File: src/rtl/alu_rr_scheduler.sv
// Round-robin scheduler that shares one registered ALU among NUM_REQ requesters and
// returns ID-tagged results (or errors) over a valid/ready response channel.
//
// state | meaning
// IDLE  | arbitrate, accept one request, capture operands/opcode/ID
// ISSUE | pulse alu_enable for one cycle
// WAIT  | wait for alu_data_valid, bounded by the timeout down-counter
// RESP  | hold the response until rsp_ready
module alu_rr_scheduler #(
   parameter int N       = 8,
   parameter int NUM_REQ = 4,
   parameter int TIMEOUT = 8,
   localparam int IDW    = $clog2(NUM_REQ)
) (
   input  logic                   clk,
   input  logic                   rst,
   input  logic [NUM_REQ-1:0]     req_valid_i,
   output logic [NUM_REQ-1:0]     req_ready_o,
   input  logic [NUM_REQ*N-1:0]   req_a_i,
   input  logic [NUM_REQ*N-1:0]   req_b_i,
   input  logic [NUM_REQ*4-1:0]   req_op_i,
   output logic                   rsp_valid_o,
   input  logic                   rsp_ready_i,
   output logic [IDW-1:0]         rsp_id_o,
   output logic [2*N-1:0]         rsp_result_o,
   output logic                   rsp_err_o,
   output logic                   alu_enable_o,
   output logic [3:0]             alu_op_o,
   output logic [N-1:0]           alu_a_o,
   output logic [N-1:0]           alu_b_o,
   input  logic [2*N-1:0]         alu_result_i,
   input  logic                   alu_data_valid_i,
   output logic                   busy_o
);

   typedef enum logic [1:0] {ST_IDLE, ST_ISSUE, ST_WAIT, ST_RESP} state_t;
   localparam int TW = $clog2(TIMEOUT + 1);

   state_t         state_q, state_d;
   logic [IDW-1:0] ptr_q, ptr_d;
   logic [IDW-1:0] id_q, id_d;
   logic [N-1:0]   a_q, a_d, b_q, b_d;
   logic [3:0]     op_q, op_d;
   logic [2*N-1:0] result_q, result_d;
   logic           err_q, err_d;
   logic [TW-1:0]  tmo_q, tmo_d;

   logic [N-1:0]   a_arr  [NUM_REQ];
   logic [N-1:0]   b_arr  [NUM_REQ];
   logic [3:0]     op_arr [NUM_REQ];

   for (genvar g = 0; g < NUM_REQ; g++) begin : g_unpack
      assign a_arr[g]  = req_a_i[g*N +: N];
      assign b_arr[g]  = req_b_i[g*N +: N];
      assign op_arr[g] = req_op_i[g*4 +: 4];
   end

   logic           grant_found;
   logic [IDW-1:0] grant_idx;
   logic [IDW-1:0] cand_idx;
   int             cand;

   // First valid requester at or after ptr, wrapping modulo NUM_REQ.
   always_comb begin : arbiter
      grant_found = 1'b0;
      grant_idx   = '0;
      cand        = 0;
      cand_idx    = '0;
      for (int k = 0; k < NUM_REQ; k++) begin
         cand     = (int'(ptr_q) + k) % NUM_REQ;
         cand_idx = IDW'(cand);
         if (!grant_found && req_valid_i[cand_idx]) begin
            grant_found = 1'b1;
            grant_idx   = cand_idx;
         end
      end
   end

   logic [3:0] sel_op;
   logic       sel_illegal;

   assign sel_op      = op_arr[grant_idx];
   assign sel_illegal = (sel_op == 4'b0011) || (sel_op == 4'b1110) || (sel_op == 4'b1111);

   always_ff @(posedge clk or negedge rst) begin
      if (!rst) begin
         state_q  <= ST_IDLE;
         ptr_q    <= '0;
         id_q     <= '0;
         a_q      <= '0;
         b_q      <= '0;
         op_q     <= '0;
         result_q <= '0;
         err_q    <= 1'b0;
         tmo_q    <= '0;
      end else begin
         state_q  <= state_d;
         ptr_q    <= ptr_d;
         id_q     <= id_d;
         a_q      <= a_d;
         b_q      <= b_d;
         op_q     <= op_d;
         result_q <= result_d;
         err_q    <= err_d;
         tmo_q    <= tmo_d;
      end
   end

   always_comb begin : fsm
      state_d     = state_q;
      ptr_d       = ptr_q;
      id_d        = id_q;
      a_d         = a_q;
      b_d         = b_q;
      op_d        = op_q;
      result_d    = result_q;
      err_d       = err_q;
      tmo_d       = tmo_q;
      req_ready_o = '0;
      case (state_q)
         ST_IDLE: begin
            // Gated by rst so no grant is offered while reset is held.
            if (rst && grant_found) begin
               req_ready_o[grant_idx] = 1'b1;
               ptr_d    = (grant_idx == IDW'(NUM_REQ - 1)) ? '0 : grant_idx + IDW'(1);
               id_d     = grant_idx;
               a_d      = a_arr[grant_idx];
               b_d      = b_arr[grant_idx];
               op_d     = sel_op;
               result_d = '0;
               err_d    = sel_illegal;
               state_d  = sel_illegal ? ST_RESP : ST_ISSUE;
            end
         end
         ST_ISSUE: begin
            tmo_d   = TW'(TIMEOUT - 1);
            state_d = ST_WAIT;
         end
         ST_WAIT: begin
            if (alu_data_valid_i) begin
               result_d = alu_result_i;
               err_d    = 1'b0;
               tmo_d    = '0;
               state_d  = ST_RESP;
            end else if (tmo_q == '0) begin
               result_d = '0;
               err_d    = 1'b1;
               state_d  = ST_RESP;
            end else begin
               tmo_d = tmo_q - TW'(1);
            end
         end
         ST_RESP: begin
            if (rsp_ready_i) state_d = ST_IDLE;
         end
         default: state_d = ST_IDLE;
      endcase
   end

   logic alu_show;

   assign alu_show     = (state_q == ST_ISSUE) || (state_q == ST_WAIT);
   assign alu_enable_o = (state_q == ST_ISSUE);
   assign alu_op_o     = alu_show ? op_q : 4'b0000;
   assign alu_a_o      = alu_show ? a_q : '0;
   assign alu_b_o      = alu_show ? b_q : '0;

   assign rsp_valid_o  = (state_q == ST_RESP);
   assign rsp_id_o     = rsp_valid_o ? id_q : '0;
   assign rsp_result_o = rsp_valid_o ? result_q : '0;
   assign rsp_err_o    = rsp_valid_o ? err_q : 1'b0;
   assign busy_o       = (state_q != ST_IDLE);

endmodule

File: config.mk
export PLATFORM = sky130hd
export DESIGN_NAME = alu_rr_scheduler
export DESIGN_NICKNAME = d
export VERILOG_FILES = /design/src/rtl/alu_rr_scheduler.sv
export SDC_FILE = /design/constraint.sdc
export NUM_CORES = 1
export LEC_CHECK = 0
export CAP_MARGIN = 25
export CORE_MARGIN = 2
export CORE_UTILIZATION = 46
export CTS_BUF_LIST = sky130_fd_sc_hd__clkbuf_2 sky130_fd_sc_hd__clkbuf_4 sky130_fd_sc_hd__clkbuf_8
export DETAILED_ROUTE_END_ITERATION = 8
export MAX_ROUTING_LAYER = met4
export PLACE_DENSITY_LB_ADDON = 0.12
export RECOVER_POWER = 100
export SLEW_MARGIN = 20
export SYNTH_ARGS = -nofsm -noshare
export SYNTH_HDL_FRONTEND = slang
export SYNTH_SLANG_ARGS = --single-unit
File: constraint.sdc
create_clock -name clk -period 3.3 [get_ports clk]
set_clock_uncertainty 0.2 [all_clocks]
set_input_delay 0.495 -clock clk [delete_from_list [all_inputs] [get_ports clk]]
set_output_delay 0.495 -clock clk [all_outputs]
set_load 0.005 [all_outputs]
==> impl_metrics.env <==
export IMPL_outcome="finished, final reports clean"
export IMPL_grt_busiest_layer="met2"
export IMPL_syn2layout_area_growth_pct=52.2
export IMPL_grtUsageMet2=0.407
export IMPL_synthesis_nets=499
export IMPL_die_area_um2=7390
export IMPL_netlist_area_um2=3090
export IMPL_cts_sinks=47
export IMPL_path_clk_slew_ps=90
export IMPL_hpwlAfterDp_mm=6.67
export IMPL_yosysSeqAreaShare=0.381
export IMPL_fin_nets=636
export IMPL_min_period_ps=3170
export IMPL_min_path_type="flip-flop to flip-flop"
export IMPL_yosys_area_top_type_share=0.381
export IMPL_h_tree_depth=2
export IMPL_numCtsBuffers=5
export IMPL_n_antenna_cell=0
export IMPL_synth_flop_cell="dfrtp_1"
export IMPL_grtUsageMet3=0.0462
export IMPL_end_kind="primary output"
export IMPL_slew_headroom=0.214
export IMPL_grt_max_degree=48
export IMPL_holdPathEnd="a_q[1]$_DFFE_PN0P_"
export IMPL_met1_usage=0.326
export IMPL_clk_latency_ps=300
export IMPL_final_common_cell="clkdlybuf4s50_1"
export IMPL_fmax_mhz=315
export IMPL_synthCells=385
export IMPL_synth_cell_types=40
export IMPL_first_global_vias=3070
export IMPL_startpoint_type="primary input"
export IMPL_antenna_left=0
export IMPL_rr_endpoint="result_q[12]$_DFFE_PN0P_"
export IMPL_cp_max_fo=7
export IMPL_power_total_w=0.00306
export IMPL_min_from="a_q[1]$_DFFE_PN0P_"
export IMPL_pre_cts_slack_ps=78.2
export IMPL_r2r_cells=7
export IMPL_cts_root_buf="clkbuf_8"
export IMPL_synth_edf_count=0
export IMPL_drtPass1Iterations=4
export IMPL_drive_gt1_frac=0.0535
export IMPL_hold_depth=1
export IMPL_setup_violations=0
export IMPL_tightest_slew_ps=1180
export IMPL_post_drt_via_cell_ratio=5.27
export IMPL_drv_cap=0
export IMPL_finalMaxSlewViolations=0
export IMPL_io_buffer_count=149
export IMPL_avgSynthCellArea_um2=8.03
export IMPL_grt_setup_unrepaired="false"
export IMPL_final_cell_mix="clkdlybuf4s50_1 (129), nand2_1 (111), dfrtp_1 (47), and2_0 (24)"
export IMPL_worstPathArrival_ps=2480
export IMPL_synth_seq_cells=47
export IMPL_grt_overflow_total=0
export IMPL_async_flop_share=1.00
export IMPL_hold_violations=0
export IMPL_yosysWarnings=0
export IMPL_hold_ws_ps=274
export IMPL_ctsLongestPathBuffers=2
export IMPL_grt_pass1_wl_mm=14.4
export IMPL_synth_area_top_cells="dfrtp_1 (38%), nand2_1 (13%), and2_1 (8.3%)"
export IMPL_die_h_um=86.0
export IMPL_first_iter_violations=114
export IMPL_rrSetupSlack_ps=600
export IMPL_nFillCells=522
export IMPL_drc_errors=0
export IMPL_yosysTopAreaCell="dfrtp_1"
export IMPL_wl_per_cell_um=15.0
export IMPL_p_per_area_nw_per_um2=651
export IMPL_fin_tns_setup_ps=0
export IMPL_crit_type="primary input to primary output"
export IMPL_worstPathRequired_ps=2600
export IMPL_drt_total_wl_mm=9.01
export IMPL_holdBufCountCts=0
export IMPL_setup_slack_ps=129
export IMPL_grt_total_usage=0.251
export IMPL_core_um2=6420
export IMPL_ir_worst_vdd_v=0.000318
export IMPL_reg2reg_from="state_q[0]$_DFFE_PN0P_"
export IMPL_die_width_um=86.0
export IMPL_antenna_found_initial=0
export IMPL_start_util=0.481
export IMPL_gp_congestion=0.869
export IMPL_num_vias=3161
export IMPL_rows=29
export IMPL_cts_tree="done"
export IMPL_ios=150
export IMPL_min_period_over_period=0.961
export IMPL_leakage_nw=2.16
[logic make-up after synthesis]
family          share of synthesized area
simple gates                        0.309
compound gates                      0.183
flops                               0.381
buf+inv                            0.0526
fa+ha+maj                          0.0405
mux                                0.0316
xor+xnor                          0.00283
[state kept, by name, summed over array words and instances (netlist names)]
signal    cells
ptr_q         2
a_q           8
b_q           8
result_q     16
state_q       2
err_q         1
id_q          2
tmo_q         4
op_q          4
[per-layer routing]
layer,share of wire,routed length [µm]
met2,0.48,4350
met3,0.066,593
met4,0.016,142
met5,0,0
met1,0.43,3920
[cell usage after synthesis, types with 2 or more instances]
| library cell | instances |
|---|---|
| a21o_1 | 21 |
| a21oi_1 | 11 |
| a22oi_1 | 3 |
| a311oi_1 | 16 |
| and2_1 | 41 |
| and3_1 | 20 |
| buf_2 | 6 |
| buf_4 | 4 |
| clkbuf_1 | 17 |
| dfrtp_1 | 47 |
| ha_1 | 10 |
| inv_1 | 7 |
| mux2_2 | 6 |
| mux2i_1 | 3 |
| nand2_1 | 111 |
| nand2b_1 | 2 |
| nor2_1 | 12 |
| nor2b_1 | 4 |
| nor3_1 | 2 |
| nor3b_1 | 2 |
| o21ai_0 | 21 |
[how the worst max path moves through the flow]
stage	from	end	slack, ps	depth (start not counted)
3_3_place_gp	req_valid_i[3]	req_ready_o[0]	140	8
5_1_grt	req_valid_i[1]	req_ready_o[1]	40	8
6_report	req_valid_i[1]	req_ready_o[1]	130	8
3_5_place_dp	req_valid_i[1]	req_ready_o[1]	80	8
2_1_floorplan	req_valid_i[3]	req_ready_o[3]	800	7
4_1_cts	req_valid_i[1]	req_ready_o[1]	70	8
[what timing repair did]
| action | 4_1_cts | 5_1_grt |
|---|---|---|
| endpoints found under the setup margin | 0 | 2 |
| buffers inserted | 0 | 0 |
| gates resized for setup | 0 | 1 |
[area by class of cell]
class                           instances  area (µm²)  area share
Multi-Input combinational cell        302        1750       0.372
Timing Repair Buffer                  158        1540       0.327
Sequential cell                        47        1180       0.250
Tap cell                               77        96.3      0.0205
Clock buffer                            5        68.8      0.0146
Clock inverter                          3        43.8     0.00931
Inverter                                8        30.0     0.00638
[worst max-delay path, stage by stage]
cell	delay (ps)
clkdlybuf4s50_1	510
nor3b_1	70
a211o_1	270
and2b_4	200
inv_2	100
ha_1	150
and3_1	160
clkdlybuf4s50_1	520
[metrics by stage]
step,instance area [µm²],cells,utilization
final,4700,600,0.732
after global placement,4610,592,0.718
after global routing,4700,600,0.732
after detailed placement,4610,592,0.718
after CTS,4730,600,0.736
after floorplan,3090,385,-
[where the power goes]
part / leakage [nW] / internal, W / switching [W]
sequential: 0.600 / 0.000780 / 0.000123
clock: 0.0581 / 0.000226 / 0.000209
combinational: 1.51 / 0.000852 / 0.000871
total: 2.16 / 0.00186 / 0.00120
(Power assumes the default switching activity.)
